File: config.mk
export PLATFORM = sky130hd
export DESIGN_NAME = mem_port_arbiter_flat
export DESIGN_NICKNAME = d
export VERILOG_FILES = /design/src/rtl/mem_port_arbiter_if.sv /design/src/rtl/mem_port_arbiter.sv /design/src/flat_wrapper.sv
export SDC_FILE = /design/constraint.sdc
export NUM_CORES = 1
export LEC_CHECK = 0
export ABC_AREA = 1
export CAP_MARGIN = 20
export CORE_AREA = 2 2 122 124
export DETAILED_ROUTE_END_ITERATION = 10
export DIE_AREA = 0 0 124 126
export PLACE_DENSITY = 0.67
export SYNTH_ARGS = -nofsm -noshare
export SYNTH_HDL_FRONTEND = slang
export SYNTH_SLANG_ARGS = --single-unit
File: constraint.sdc
create_clock -name clk_i -period 2 [get_ports clk_i]
set_clock_uncertainty 0.2 [all_clocks]
set_input_delay 0.5 -clock clk_i [delete_from_list [all_inputs] [get_ports clk_i]]
set_output_delay 0.5 -clock clk_i [all_outputs]
set_load 0.02 [all_outputs]
File: src/rtl/mem_port_arbiter_if.sv
// Request/response bundle of one req/gnt/rvalid memory port.
// The requester drives the master side and the responder drives the slave side.
interface mem_port_arbiter_if;
    logic        req;
    logic        we;
    logic [3:0]  be;
    logic [31:0] addr;
    logic [31:0] wdata;
    logic        gnt;
    logic        rvalid;
    logic [31:0] rdata;
    logic        err;

    // Requester side: issues the request, receives grant and response.
    modport master (
        output req, we, be, addr, wdata,
        input  gnt, rvalid, rdata, err
    );

    // Responder side: accepts the request, returns grant and response.
    modport slave (
        input  req, we, be, addr, wdata,
        output gnt, rvalid, rdata, err
    );
endinterface

File: src/rtl/mem_port_arbiter.sv
// Shares one memory port between instruction fetch and data load/store.
// Data wins by default. A starvation counter forces fetch through after
// STARVE_LIMIT back-to-back data grants. An owner FIFO records who issued each
// granted transaction, so in-order responses return to the right requester.
module mem_port_arbiter #(
    parameter int unsigned MAX_OUTSTANDING = 2,
    parameter int unsigned STARVE_LIMIT    = 4
) (
    input  logic                clk_i,
    input  logic                rst_ni,
    mem_port_arbiter_if.slave   instr_bus,
    mem_port_arbiter_if.slave   data_bus,
    mem_port_arbiter_if.master  mem_bus,
    output logic                protocol_err_o
);

    localparam int unsigned CNT_W = $clog2(MAX_OUTSTANDING + 1);
    localparam int unsigned STV_W = $clog2(STARVE_LIMIT + 1);

    localparam logic OWNER_INSTR = 1'b0;
    localparam logic OWNER_DATA  = 1'b1;

    typedef enum logic [1:0] {
        IDLE   = 2'd0,
        HOLD_I = 2'd1,
        HOLD_D = 2'd2
    } sel_state_e;

    sel_state_e                 state_q;
    logic [CNT_W-1:0]           count_q;
    logic [CNT_W-1:0]           count_d;
    logic [MAX_OUTSTANDING-1:0] owner_q;
    logic [MAX_OUTSTANDING-1:0] owner_d;
    logic [STV_W-1:0]           starve_q;
    logic                       perr_q;

    logic fifo_full;
    logic fifo_empty;
    logic head_owner;
    logic sel_i;
    logic sel_d;
    logic instr_gnt;
    logic data_gnt;
    logic push;
    logic pop;
    logic stray_rvalid;
    logic route_i;
    logic route_d;

    // Fetch never writes, so these fields are intentionally left unused.
    logic unused_instr_fields;
    assign unused_instr_fields = ^{instr_bus.we, instr_bus.be, instr_bus.wdata};

    // The full check uses the registered count, so a pop in this cycle does not free a slot yet.
    assign fifo_full  = (count_q == CNT_W'(MAX_OUTSTANDING));
    assign fifo_empty = (count_q == '0);
    assign head_owner = owner_q[0];

    // Select a requester: a held request stays locked, otherwise arbitrate in IDLE.
    always_comb begin
        // NOTE: every combinational output gets a default first, so no path can infer a latch.
        sel_i = 1'b0;
        sel_d = 1'b0;
        if (rst_ni) begin
            unique case (state_q)
                IDLE: begin
                    if (!fifo_full) begin
                        if (instr_bus.req && data_bus.req) begin
                            if (starve_q == STV_W'(STARVE_LIMIT)) sel_i = 1'b1;
                            else                                   sel_d = 1'b1;
                        end else if (instr_bus.req) begin
                            sel_i = 1'b1;
                        end else if (data_bus.req) begin
                            sel_d = 1'b1;
                        end
                    end
                end
                HOLD_I:  sel_i = 1'b1;
                HOLD_D:  sel_d = 1'b1;
                default: ;
            endcase
        end
    end

    // Drive the memory request from the selected source; fetch reads whole words.
    always_comb begin
        mem_bus.req   = sel_i | sel_d;
        mem_bus.we    = 1'b0;
        mem_bus.be    = 4'h0;
        mem_bus.addr  = 32'h0;
        mem_bus.wdata = 32'h0;
        if (sel_d) begin
            mem_bus.we    = data_bus.we;
            mem_bus.be    = data_bus.be;
            mem_bus.addr  = data_bus.addr;
            mem_bus.wdata = data_bus.wdata;
        end else if (sel_i) begin
            mem_bus.be    = 4'hF;
            mem_bus.addr  = instr_bus.addr;
        end
    end

    assign instr_gnt     = sel_i & mem_bus.gnt;
    assign data_gnt      = sel_d & mem_bus.gnt;
    assign instr_bus.gnt = instr_gnt;
    assign data_bus.gnt  = data_gnt;

    assign push         = mem_bus.req & mem_bus.gnt;
    assign pop          = mem_bus.rvalid & ~fifo_empty;
    assign stray_rvalid = mem_bus.rvalid & fifo_empty;

    // Route each response to whoever issued the oldest outstanding transaction.
    assign route_i = pop & (head_owner == OWNER_INSTR);
    assign route_d = pop & (head_owner == OWNER_DATA);

    assign instr_bus.rvalid = route_i;
    assign instr_bus.err    = route_i & mem_bus.err;
    assign instr_bus.rdata  = route_i ? mem_bus.rdata : 32'h0;
    assign data_bus.rvalid  = route_d;
    assign data_bus.err     = route_d & mem_bus.err;
    assign data_bus.rdata   = route_d ? mem_bus.rdata : 32'h0;

    assign protocol_err_o = perr_q;

    // Owner FIFO next state: the head is bit 0; a pop shifts down and a push fills the first free slot.
    always_comb begin
        logic [CNT_W-1:0] wr_idx;
        owner_d = owner_q;
        if (pop) owner_d = owner_q >> 1;
        wr_idx = count_q - CNT_W'(pop);
        if (push) begin
            for (int i = 0; i < int'(MAX_OUTSTANDING); i++) begin
                if (CNT_W'(i) == wr_idx) owner_d[i] = sel_d ? OWNER_DATA : OWNER_INSTR;
            end
        end
        count_d = count_q + CNT_W'(push) - CNT_W'(pop);
    end

    // Selection FSM: lock the chosen source until memory grants it, so addr/we/be/wdata stay stable.
    always_ff @(posedge clk_i or negedge rst_ni) begin
        if (!rst_ni) begin
            state_q <= IDLE;
        end else begin
            // NOTE: state registers use non-blocking assignments so every flop samples pre-edge values.
            unique case (state_q)
                IDLE: begin
                    if (sel_i && !mem_bus.gnt)      state_q <= HOLD_I;
                    else if (sel_d && !mem_bus.gnt) state_q <= HOLD_D;
                end
                HOLD_I, HOLD_D: begin
                    if (mem_bus.gnt) state_q <= IDLE;
                end
                default: state_q <= IDLE;
            endcase
        end
    end

    // Owner FIFO storage and occupancy.
    always_ff @(posedge clk_i or negedge rst_ni) begin
        if (!rst_ni) begin
            // NOTE: the owner array is only a few flops and is reset along with the count, so the head is never X.
            owner_q <= '0;
            count_q <= '0;
        end else begin
            owner_q <= owner_d;
            count_q <= count_d;
        end
    end

    // Starvation counter and the sticky flag for a response with nothing outstanding.
    always_ff @(posedge clk_i or negedge rst_ni) begin
        if (!rst_ni) begin
            starve_q <= '0;
            perr_q   <= 1'b0;
        end else begin
            if (instr_gnt || !instr_bus.req) begin
                starve_q <= '0;
            end else if (data_gnt && (starve_q != STV_W'(STARVE_LIMIT))) begin
                starve_q <= starve_q + 1'b1;
            end
            if (stray_rvalid) perr_q <= 1'b1;
        end
    end

endmodule

File: src/flat_wrapper.sv
// flat-port wrapper written by rule: the top's interface ports become plain ports
module mem_port_arbiter_flat 
#(
    parameter int unsigned MAX_OUTSTANDING = 2,
    parameter int unsigned STARVE_LIMIT    = 4
)
  (clk_i, rst_ni, protocol_err_o, instr_bus_req, instr_bus_we, instr_bus_be, instr_bus_addr, instr_bus_wdata, instr_bus_gnt, instr_bus_rvalid, instr_bus_rdata, instr_bus_err, data_bus_req, data_bus_we, data_bus_be, data_bus_addr, data_bus_wdata, data_bus_gnt, data_bus_rvalid, data_bus_rdata, data_bus_err, mem_bus_req, mem_bus_we, mem_bus_be, mem_bus_addr, mem_bus_wdata, mem_bus_gnt, mem_bus_rvalid, mem_bus_rdata, mem_bus_err);
  mem_port_arbiter_if instr_bus_i ();
  mem_port_arbiter_if data_bus_i ();
  mem_port_arbiter_if mem_bus_i ();
  input  logic clk_i;
  input  logic rst_ni;
  output logic protocol_err_o;
  input wire logic [$bits(instr_bus_i.req)-1:0] instr_bus_req;
  input wire logic [$bits(instr_bus_i.we)-1:0] instr_bus_we;
  input wire logic [$bits(instr_bus_i.be)-1:0] instr_bus_be;
  input wire logic [$bits(instr_bus_i.addr)-1:0] instr_bus_addr;
  input wire logic [$bits(instr_bus_i.wdata)-1:0] instr_bus_wdata;
  output wire logic [$bits(instr_bus_i.gnt)-1:0] instr_bus_gnt;
  output wire logic [$bits(instr_bus_i.rvalid)-1:0] instr_bus_rvalid;
  output wire logic [$bits(instr_bus_i.rdata)-1:0] instr_bus_rdata;
  output wire logic [$bits(instr_bus_i.err)-1:0] instr_bus_err;
  input wire logic [$bits(data_bus_i.req)-1:0] data_bus_req;
  input wire logic [$bits(data_bus_i.we)-1:0] data_bus_we;
  input wire logic [$bits(data_bus_i.be)-1:0] data_bus_be;
  input wire logic [$bits(data_bus_i.addr)-1:0] data_bus_addr;
  input wire logic [$bits(data_bus_i.wdata)-1:0] data_bus_wdata;
  output wire logic [$bits(data_bus_i.gnt)-1:0] data_bus_gnt;
  output wire logic [$bits(data_bus_i.rvalid)-1:0] data_bus_rvalid;
  output wire logic [$bits(data_bus_i.rdata)-1:0] data_bus_rdata;
  output wire logic [$bits(data_bus_i.err)-1:0] data_bus_err;
  output wire logic [$bits(mem_bus_i.req)-1:0] mem_bus_req;
  output wire logic [$bits(mem_bus_i.we)-1:0] mem_bus_we;
  output wire logic [$bits(mem_bus_i.be)-1:0] mem_bus_be;
  output wire logic [$bits(mem_bus_i.addr)-1:0] mem_bus_addr;
  output wire logic [$bits(mem_bus_i.wdata)-1:0] mem_bus_wdata;
  input wire logic [$bits(mem_bus_i.gnt)-1:0] mem_bus_gnt;
  input wire logic [$bits(mem_bus_i.rvalid)-1:0] mem_bus_rvalid;
  input wire logic [$bits(mem_bus_i.rdata)-1:0] mem_bus_rdata;
  input wire logic [$bits(mem_bus_i.err)-1:0] mem_bus_err;
  assign instr_bus_i.req = instr_bus_req;
  assign instr_bus_i.we = instr_bus_we;
  assign instr_bus_i.be = instr_bus_be;
  assign instr_bus_i.addr = instr_bus_addr;
  assign instr_bus_i.wdata = instr_bus_wdata;
  assign instr_bus_gnt = instr_bus_i.gnt;
  assign instr_bus_rvalid = instr_bus_i.rvalid;
  assign instr_bus_rdata = instr_bus_i.rdata;
  assign instr_bus_err = instr_bus_i.err;
  assign data_bus_i.req = data_bus_req;
  assign data_bus_i.we = data_bus_we;
  assign data_bus_i.be = data_bus_be;
  assign data_bus_i.addr = data_bus_addr;
  assign data_bus_i.wdata = data_bus_wdata;
  assign data_bus_gnt = data_bus_i.gnt;
  assign data_bus_rvalid = data_bus_i.rvalid;
  assign data_bus_rdata = data_bus_i.rdata;
  assign data_bus_err = data_bus_i.err;
  assign mem_bus_req = mem_bus_i.req;
  assign mem_bus_we = mem_bus_i.we;
  assign mem_bus_be = mem_bus_i.be;
  assign mem_bus_addr = mem_bus_i.addr;
  assign mem_bus_wdata = mem_bus_i.wdata;
  assign mem_bus_i.gnt = mem_bus_gnt;
  assign mem_bus_i.rvalid = mem_bus_rvalid;
  assign mem_bus_i.rdata = mem_bus_rdata;
  assign mem_bus_i.err = mem_bus_err;
  mem_port_arbiter #(.MAX_OUTSTANDING(MAX_OUTSTANDING), .STARVE_LIMIT(STARVE_LIMIT)) u_core (.clk_i(clk_i), .rst_ni(rst_ni), .instr_bus(instr_bus_i), .data_bus(data_bus_i), .mem_bus(mem_bus_i), .protocol_err_o(protocol_err_o));
endmodule
Word level (Yosys, flattened, before mapping)
Index checks and enable logic that the tools add are counted.

word-level totals
  flip-flop bits (word level) = 10
  bits of input ports = 177
  output and inout bits = 141
  word-level logic and storage cells = 74

cells by class
  add/sub/neg operators = 4
  eq/ne operators = 8
  muxes and demuxes = 32
  bitwise gates (word level) = 12
  reductions and logical operators = 13

operator list
  operator                                                                  number
  32-bit two-way mux                                                        5
  1-bit two-way mux                                                         15
  2-bit two-way mux                                                         5
  1-bit bitwise AND                                                         9
  4-bit two-way mux                                                         2
  2-bit zero test                                                           3
  3-bit two-way mux                                                         2
  2-bit == test (second input constant)                                     2
  1-bit logical AND                                                         4
  1-bit one-hot mux with 2 select lines                                     2
  2-bit one-hot mux with 2 select lines                                     1
  2-bit by 1-bit subtractor with 2-bit output                               2
  3-bit by 1-bit adder with 3-bit output (second input constant)            1
  3-bit == test (second input constant)                                     1
  3-bit by 1-bit inequality test with 1-bit output (second input constant)  1
  3-bit inequality test (second input constant)                             1
  2-bit by 1-bit adder with 2-bit output                                    1
  1-bit by 2-bit == test with 1-bit output (first input constant)           1
  2-bit by 1-bit == test with 1-bit output (second input constant)          1
  1-bit zero test                                                           2
  2-bit inequality test (second input constant)                             1
  1-bit inverter                                                            2
  2-bit AND reduction                                                       1
  2-bit nonzero test                                                        1
  3 further kinds                                                           3

Logic depth before layout (Yosys ltp)
Gate-level depths: netlist of run 1.

  depth after elaboration = 10
  mapped depth = 12
  depth with buffers taken out = 12

Worst setup path before layout of run 1
No wires, ideal clock.

  path kind = reg2out
  start = register u_core.state_q[0]
  end = output mem_bus_wdata[22]
  data arrival time = 1.645 ns
  required time = 1.300 ns
  setup slack = -0.345 ns
  stages on the path, launching flop included = 11
  path buffers = 2
  path through = dfrtp_1 > inv_1 > ha_1 > inv_1 > a21oi_1 > nand3_1 > nand2_1 > nand2_2 > buf_2 > buf_6 > nor2_1

on the way
  longest elaborated chain between the ends = 4
  elaborated cells between the ends (all ways) = 5
  classes of those cells = eq/ne (1); mux (3); reduce/logical (1)

ends and longest elaborated chain
  item                                              line                     text
  start: declaration                                mem_port_arbiter.sv:29   sel_state_e state_q;
  start signal: assignment                          mem_port_arbiter.sv:142  state_q <= IDLE;
  start signal: assignment                          mem_port_arbiter.sv:147  if (sel_i && !mem_bus.gnt) state_q <= HOLD_I;
  start signal: assignment                          mem_port_arbiter.sv:148  else if (sel_d && !mem_bus.gnt) state_q <= HOLD_D;
  2-bit == test or 2-bit zero test (tied branches)  mem_port_arbiter.sv:65   unique case (state_q)
  1-bit one-hot mux with 2 select lines (*)         mem_port_arbiter.sv:65
  1-bit two-way mux (*)                             mem_port_arbiter.sv:64   if (rst_ni) begin
  32-bit two-way mux (*)                            mem_port_arbiter.sv:92   if (sel_d) begin
  end: declaration                                  flat_wrapper.sv:36       output wire logic [$bits(mem_bus_i.wdata)-1:0] mem_bus_wdata;

Mark *: on every way between the ends. The rest lies on a longest branch, timed or not.

Worst setup path in the final report of run 1
  start = register u_core.state_q[0]
  end = output mem_bus_addr[20]

on the way
  longest elaborated chain between the ends = 5
  elaborated cells between the ends (all ways) = 9
  classes of those cells = eq/ne (2); mux (6); reduce/logical (1)

ends and longest elaborated chain
  item                                                                         line                    text
  2-bit by 1-bit == test with 1-bit output or 2-bit zero test (tied branches)  mem_port_arbiter.sv:65
  1-bit one-hot mux with 2 select lines                                        mem_port_arbiter.sv:65
  1-bit two-way mux                                                            mem_port_arbiter.sv:64
  32-bit two-way mux                                                           mem_port_arbiter.sv:97  end else if (sel_i) begin
  32-bit two-way mux (*)                                                       mem_port_arbiter.sv:92
  end: declaration                                                             flat_wrapper.sv:35      output wire logic [$bits(mem_bus_i.addr)-1:0] mem_bus_addr;

Marked as above.

==> flow_summary.toml, run 1 <==
[sta]
tns_ns = -65.28
rsz0062_at_grt = "yes"
worst_slack_ns = -0.6005
slew_violations = 0
hold_viol = 0
finalSetupViolCount = 146
worst_pin_slew_ns = 0.2966
fin_crit_sh_pct = 130.0
slew_headroom_pct = 80.23
clock.fmax_ghz = 0.3845
min_period_ns = 2.600

[yosys]
syn_area_per_cell_sq_um = 4.827
synth_area_sq_um = 1863
synth_nets = 570
synth_top_area_share_pct = 21.36
synthTopCellsByArea = "nor2_1 (21%), nand2_1 (21%), inv_1 (16%)"
ys_types = 20
yosys_warnings = 0
synthesis.instances = 386
seq_area_frac_synth_pct = 13.43
synth_top_cell_by_area = "nor2_1"
synth_seq_cells = 10

[drt]
first_pass_iters = 4
wl_per_cell_um = 15.15
viasPerCell = 4.025
final_antenna_net_count = 0
vias = 3824
first_iter_violations = 69
route.detailed.drc = 0
wirelength_um = 14390

[global_route]
grt_max_degree = 24
grt_pass1_wl_um = 19760
grt_overflow = 0
grt_pass1_vias = 3895
track_usage_pct = 15.92
grt_antenna_before_repair = 0

[finish]
drive_gt1_share_pct = 63.05
stdcell_count = 950
syn2layout_area_growth_pct = 322.2
diodes = 0
nets = 951

[clock_tree]
clock_path_buffers = 2
tritoncts = "yes"
numCtsBuffers = 3
clk_pin_slew_ns = 0.04
clock_sinks = 10
insertion_delay_ns = 0.24
root_buffer = "clkbuf_16"
htree_num_levels = 1

[power]
powerDensity_nw_per_um2 = 996.8
total_power_mw = 7.841
ir_drop_mv = 0.4349
leakage_nw = 3.701

[worst_setup_path]
rr_worst_depth = 14
worstPathArrival_ns = 1.90
end_kind = "primary output"
critPathKind = "flop to primary output"
start_kind = "flop"
cp_max_fo = 8
critPathRequiredTime_ns = 1.30
reg2reg_to = "u_core.starve_q[1]"
timing.rr.start = "u_core.state_q[0]"
r2r_setup_slack_ns = -0.10

[floorplan]
die_w_um = 124
dieArea_sq_um = 15620
fp-row-count = 44
die_y_um = 126
start_util_pct = 13.02
ioPinCount = 318
coreArea_sq_um = 14310

[hold_path]
hold_path_depth = 1
hp-class = "flop to flop"
hold_end = "u_core.protocol_err_o"
holdCritStartpoint = "u_core.protocol_err_o"

[status]
violations = "negative setup slack"
run_status = "complete, but fails checks"

[placed_design]
portBuffers = 280
pre_cts_slack_ns = -1.302
place_hpwl_um = 8974
dp.cells = 874
place.gp.congestion = 0.7922

[flow_run]
cap_violations = 0
[layer usage]
| metal | track usage (%) | up-vias | share of wire (%) |
|---|---|---|---|
| met3 | 4.438 | 10 | 9.5 |
| met4 | 2.049 | 0 | 1.1 |
| li1 | - | 1884 | - |
| met5 | 0 | - | 0 |
| met1 | 18.02 | 1741 | 36 |
| met2 | 29.99 | 189 | 53 |
[layout make-up]
type	count	area [sq um]
Timing Repair Buffer	394	4528
Multi-Input combinational cell	271	2417
Clock buffer	4	88.84
Inverter	87	351.6
Sequential cell	10	250.2
Fill cell	1220	6447
Tap cell	184	230.2
[per-stage QoR]
stage               hold slack [ns]  instance area (sq um)  utilization, %
floorplan                  0.004409                   2464               -
global placement             0.2404                   5749           40.17
detailed placement           0.2590                   5749           40.17
CTS                          0.2685                   7138           49.87
global route                 0.2903                   7866           54.96
finish                       0.2616                   7866           54.96
[state kept, by name, summed over array words and instances (netlist names)]
signal / count
u_core.starve_q: 3
u_core.protocol_err_o: 1
u_core.count_q: 2
u_core.state_q: 2
u_core.owner_q: 2
[worst max path at each step]
stage | from | to | slack [ns] | cells past startpoint
floorplan | u_core.state_q[1] | mem_bus_wdata[12] | -0.20 | 10
global placement | instr_bus_req | mem_bus_addr[20] | -1.29 | 9
detailed placement | instr_bus_req | mem_bus_addr[15] | -1.30 | 9
global route | u_core.starve_q[0] | mem_bus_addr[7] | -0.70 | 13
CTS | u_core.starve_q[1] | mem_bus_addr[7] | -0.61 | 13
finish | u_core.state_q[0] | mem_bus_addr[20] | -0.60 | 12
[cell families (layout without fill, tap and decap cells)]
family / after synthesis / after routing / share of synthesized area (%)
adder cells (fa/ha/maj): 7 / 7 / 4.701
flip-flops: 10 / 10 / 13.43
AO/OA/AOI/OAI: 6 / 6 / 1.880
AND/OR/NAND/NOR: 254 / 255 / 54.47
XOR/XNOR: 3 / 3 / 1.411
buffers and inverters: 106 / 485 / 24.11
[what timing repair did]
action / in CTS / in global routing
gates cloned: 13 / 2
pin swaps: 19 / 30
setup endpoints to repair: 147 / 147
hold buffers: 0 / 0
endpoints found under the hold margin: 0 / 0
buffers inserted: 50 / 23
resized for setup: 894 / 204
[report_power, final]
part	leakage (nW)	internal [mW]	switching [mW]	total (mW)
Combinational	3.53	3.78	3.36	7.14
Sequential	0.126	0.263	0.0395	0.302
Clock	0.0442	0.301	0.101	0.402
Total	3.70	4.34	3.50	7.84
[layout by cell type, fill, tap and decap left out, drive strengths merged]
cell / instances
a21o: 1
a21oi: 1
buf: 253
clkbuf: 6
clkdlybuf4s15: 1
clkdlybuf4s50: 136
clkinv: 2
dfrtp: 10
dlygate4sd2: 2
ha: 7
inv: 85
nand2: 104
nand3: 43
nand4: 1
nor2: 107
o21ai: 3
o21bai: 1
xor2: 3
[worst max-delay path, stage by stage (launching register included)]
cell and delay [ns]:
dfrtp_1 0.38, inv_2 0.09, ha_4 0.15, inv_2 0.05
a21oi_4 0.13, nand3_4 0.10, nand2_4 0.13, nand2_8 0.11
clkinv_8 0.12, buf_8 0.14, nand2_1 0.07, nand2_2 0.06
buf_4 0.13
[Yosys cell counts, drive strengths merged]
library cell and count:
nand2 103, nor2 107, o21bai 1, nand3 43
clkinv 1, inv 86, nand4 1, ha 7
a21o 1, xor2 3, dfrtp 10, a21oi 1
buf 19, o21ai 3
(Power assumes the default switching activity.)
==> run 2: changes to the inputs <==
Settings changed: CORE_AREA 2 2 122 124 to 3 3 123 125, DIE_AREA 0 0 124 126 to 0 0 126 128.
==> run 2 against run 1 <==
  * The run still ends with negative setup slack left
  * Critical path depth unchanged
  * Clock-buffer cell count decreased by 1
  * Global-route usage decreased by 1.4 points
  * Worst hold slack got worse by 0.013 ns
  * Critical endpoint is now mem_bus_wdata[17]
==> flow_summary.toml, run 2 (same netlist as run 1, synthesis figures left out) <==
[status]
run_status = "complete, but fails checks"
violations = "negative setup slack"

[global_route]
grt_pass1_wl_um = 19150
grt_pass1_vias = 3798
grt_overflow = 0
grt_max_degree = 16
met1_usage_pct = 16.60
track_usage_pct = 14.55
grtUsageMet3_pct = 4.542
grt_antenna_before_repair = 0
top_usage_layer = "met2"
use_met2_pct = 27.23

[floorplan]
ioPinCount = 318
die_w_um = 126
fp-row-count = 43
coreArea_sq_um = 13990
dieArea_sq_um = 16130
start_util_pct = 13.32
die_y_um = 128

[power]
powerDensity_nw_per_um2 = 983.4
leakage_nw = 3.395
total_power_mw = 6.624
ir_drop_mv = 0.3930

[sta]
worst_slack_ns = -0.6808
worst_pin_slew_ns = 0.3312
min_period_ns = 2.681
slew_violations = 0
slew_headroom_pct = 77.92
hold_viol = 0
clock.fmax_ghz = 0.3730
fin_crit_sh_pct = 134.0
rsz0062_at_grt = "yes"
finalSetupViolCount = 147

[drt]
final_antenna_net_count = 0
viasPerCell = 3.977
vias = 3675
wirelength_um = 12850
first_pass_iters = 4
route.detailed.drc = 0
wl_per_cell_um = 13.90
first_iter_violations = 78

[worst_setup_path]
rr_worst_depth = 16
cp_slowest_cell = "dfrtp_1"
crit_top_cell = "buf_12"
worstPathArrival_ns = 1.98
critPathMaxStageDelay_ns = 0.38
critPathKind = "flop to primary output"
crit_chain = "inv_2 -> ha_4 -> inv_4 -> a21oi_4 -> nand3_4 -> nand2_4 -> buf_12 -> nand2_8 -> buf_12 -> buf_12 -> nor2_4 -> buf_6"
cp_max_fo = 7
reg2reg_to = "u_core.owner_q[0]"
r2r_setup_slack_ns = -0.16
critPathRequiredTime_ns = 1.30
start_kind = "flop"
end_kind = "primary output"
timing.rr.start = "u_core.state_q[1]"

[clock_tree]
clock_sinks = 10
numCtsBuffers = 3
clock_path_buffers = 2
clk_pin_slew_ns = 0.04
htree_num_levels = 1
tritoncts = "yes"
insertion_delay_ns = 0.23
root_buffer = "clkbuf_16"

[finish]
syn2layout_area_growth_pct = 261.6
fillers = 1369
drive_gt1_share_pct = 55.78
final_cell_mix = "clkdlybuf4s50_1 (136), inv_1 (75), buf_6 (71)"
regMostFlops = "u_core.starve_q"
largest_reg_flops = 3
stdcell_count = 924
layout.cells.most_common = "clkdlybuf4s50_1"
finalInstanceArea_sq_um = 6736
nets = 930
diodes = 0

[placed_design]
pre_cts_slack_ns = -1.280
place.gp.congestion = 0.7713
place_hpwl_um = 9189
place_area_sq_um = 5727
dp.cells = 870
portBuffers = 280

[hold_path]
hold_path_depth = 1
holdCritStartpoint = "u_core.protocol_err_o"
hold_end = "u_core.protocol_err_o"
hp-class = "flop to flop"

[flow_run]
cap_violations = 0
[run 2: cell count changes in the layout (fill, tap and decap cells not counted), sizes merged]
cell	previous run	this run
inv	85	86
clkinv	2	1
clkdlybuf4s15	1	6
dlygate4sd2	2	3
clkbuf	6	3
buf	253	228
[run 2: area by class of cell]
class,count,area [sq um],area share [%]
flip-flops and latches,10,250.2,3.715
repair buffers,373,3771,55.98
clock buffers,3,75.07,1.114
inverters,87,350.3,5.201
well taps,180,225.2,3.343
multi-input cells,271,2064,30.65
[run 2: how the worst max path moves through the flow]
stage / start / to / slack (ns) / cells past startpoint
CTS: u_core.state_q[0] / mem_bus_addr[28] / -0.65 / 14
floorplan: u_core.state_q[1] / mem_bus_wdata[12] / -0.20 / 10
finish: u_core.state_q[1] / mem_bus_wdata[17] / -0.68 / 12
global route: u_core.starve_q[0] / mem_bus_addr[28] / -0.78 / 15
detailed placement: instr_bus_req / mem_bus_addr[14] / -1.28 / 9
global placement: instr_bus_req / mem_bus_addr[13] / -1.27 / 9
[run 2: metal layers]
metal / vias up / part of all wire [%]
met2: 186 / 53
met3: 12 / 9.5
met4: 0 / 1.1
li1: 1842 / -
met1: 1635 / 37
met5: - / 0
[run 2: power by group]
group / switching [mW] / internal (mW)
Clock: 0.0884 / 0.259
Sequential: 0.0482 / 0.263
Combinational: 2.95 / 3.02
Total: 3.08 / 3.54
[run 2: critical path: cells and delay by family, from the launching register on]
kind,cells,cell delay (ns)
AO/OA/AOI/OAI,1,0.12
adder cells (fa/ha/maj),1,0.15
buffers and inverters,6,0.69
flip-flops,1,0.38
AND/OR/NAND/NOR,4,0.38
[run 2: what timing repair did]
item	CTS	global route
hold buffers	0	0
pin swaps	16	12
cloned	15	0
setup endpoints to repair	147	149
gates resized for setup	777	37
buffers inserted	31	8
[run 2: per-stage QoR]
stage	hold WS, ns	setup TNS, ns	utilization, %
after global placement	0.2426	-149.41	40.94
after global routing	0.2838	-83.15	48.16
after detailed placement	0.2474	-149.96	40.94
after floorplan	0.004409	-19.64	-
final	0.2488	-69.21	48.16
after CTS	0.2560	-65.70	47.06
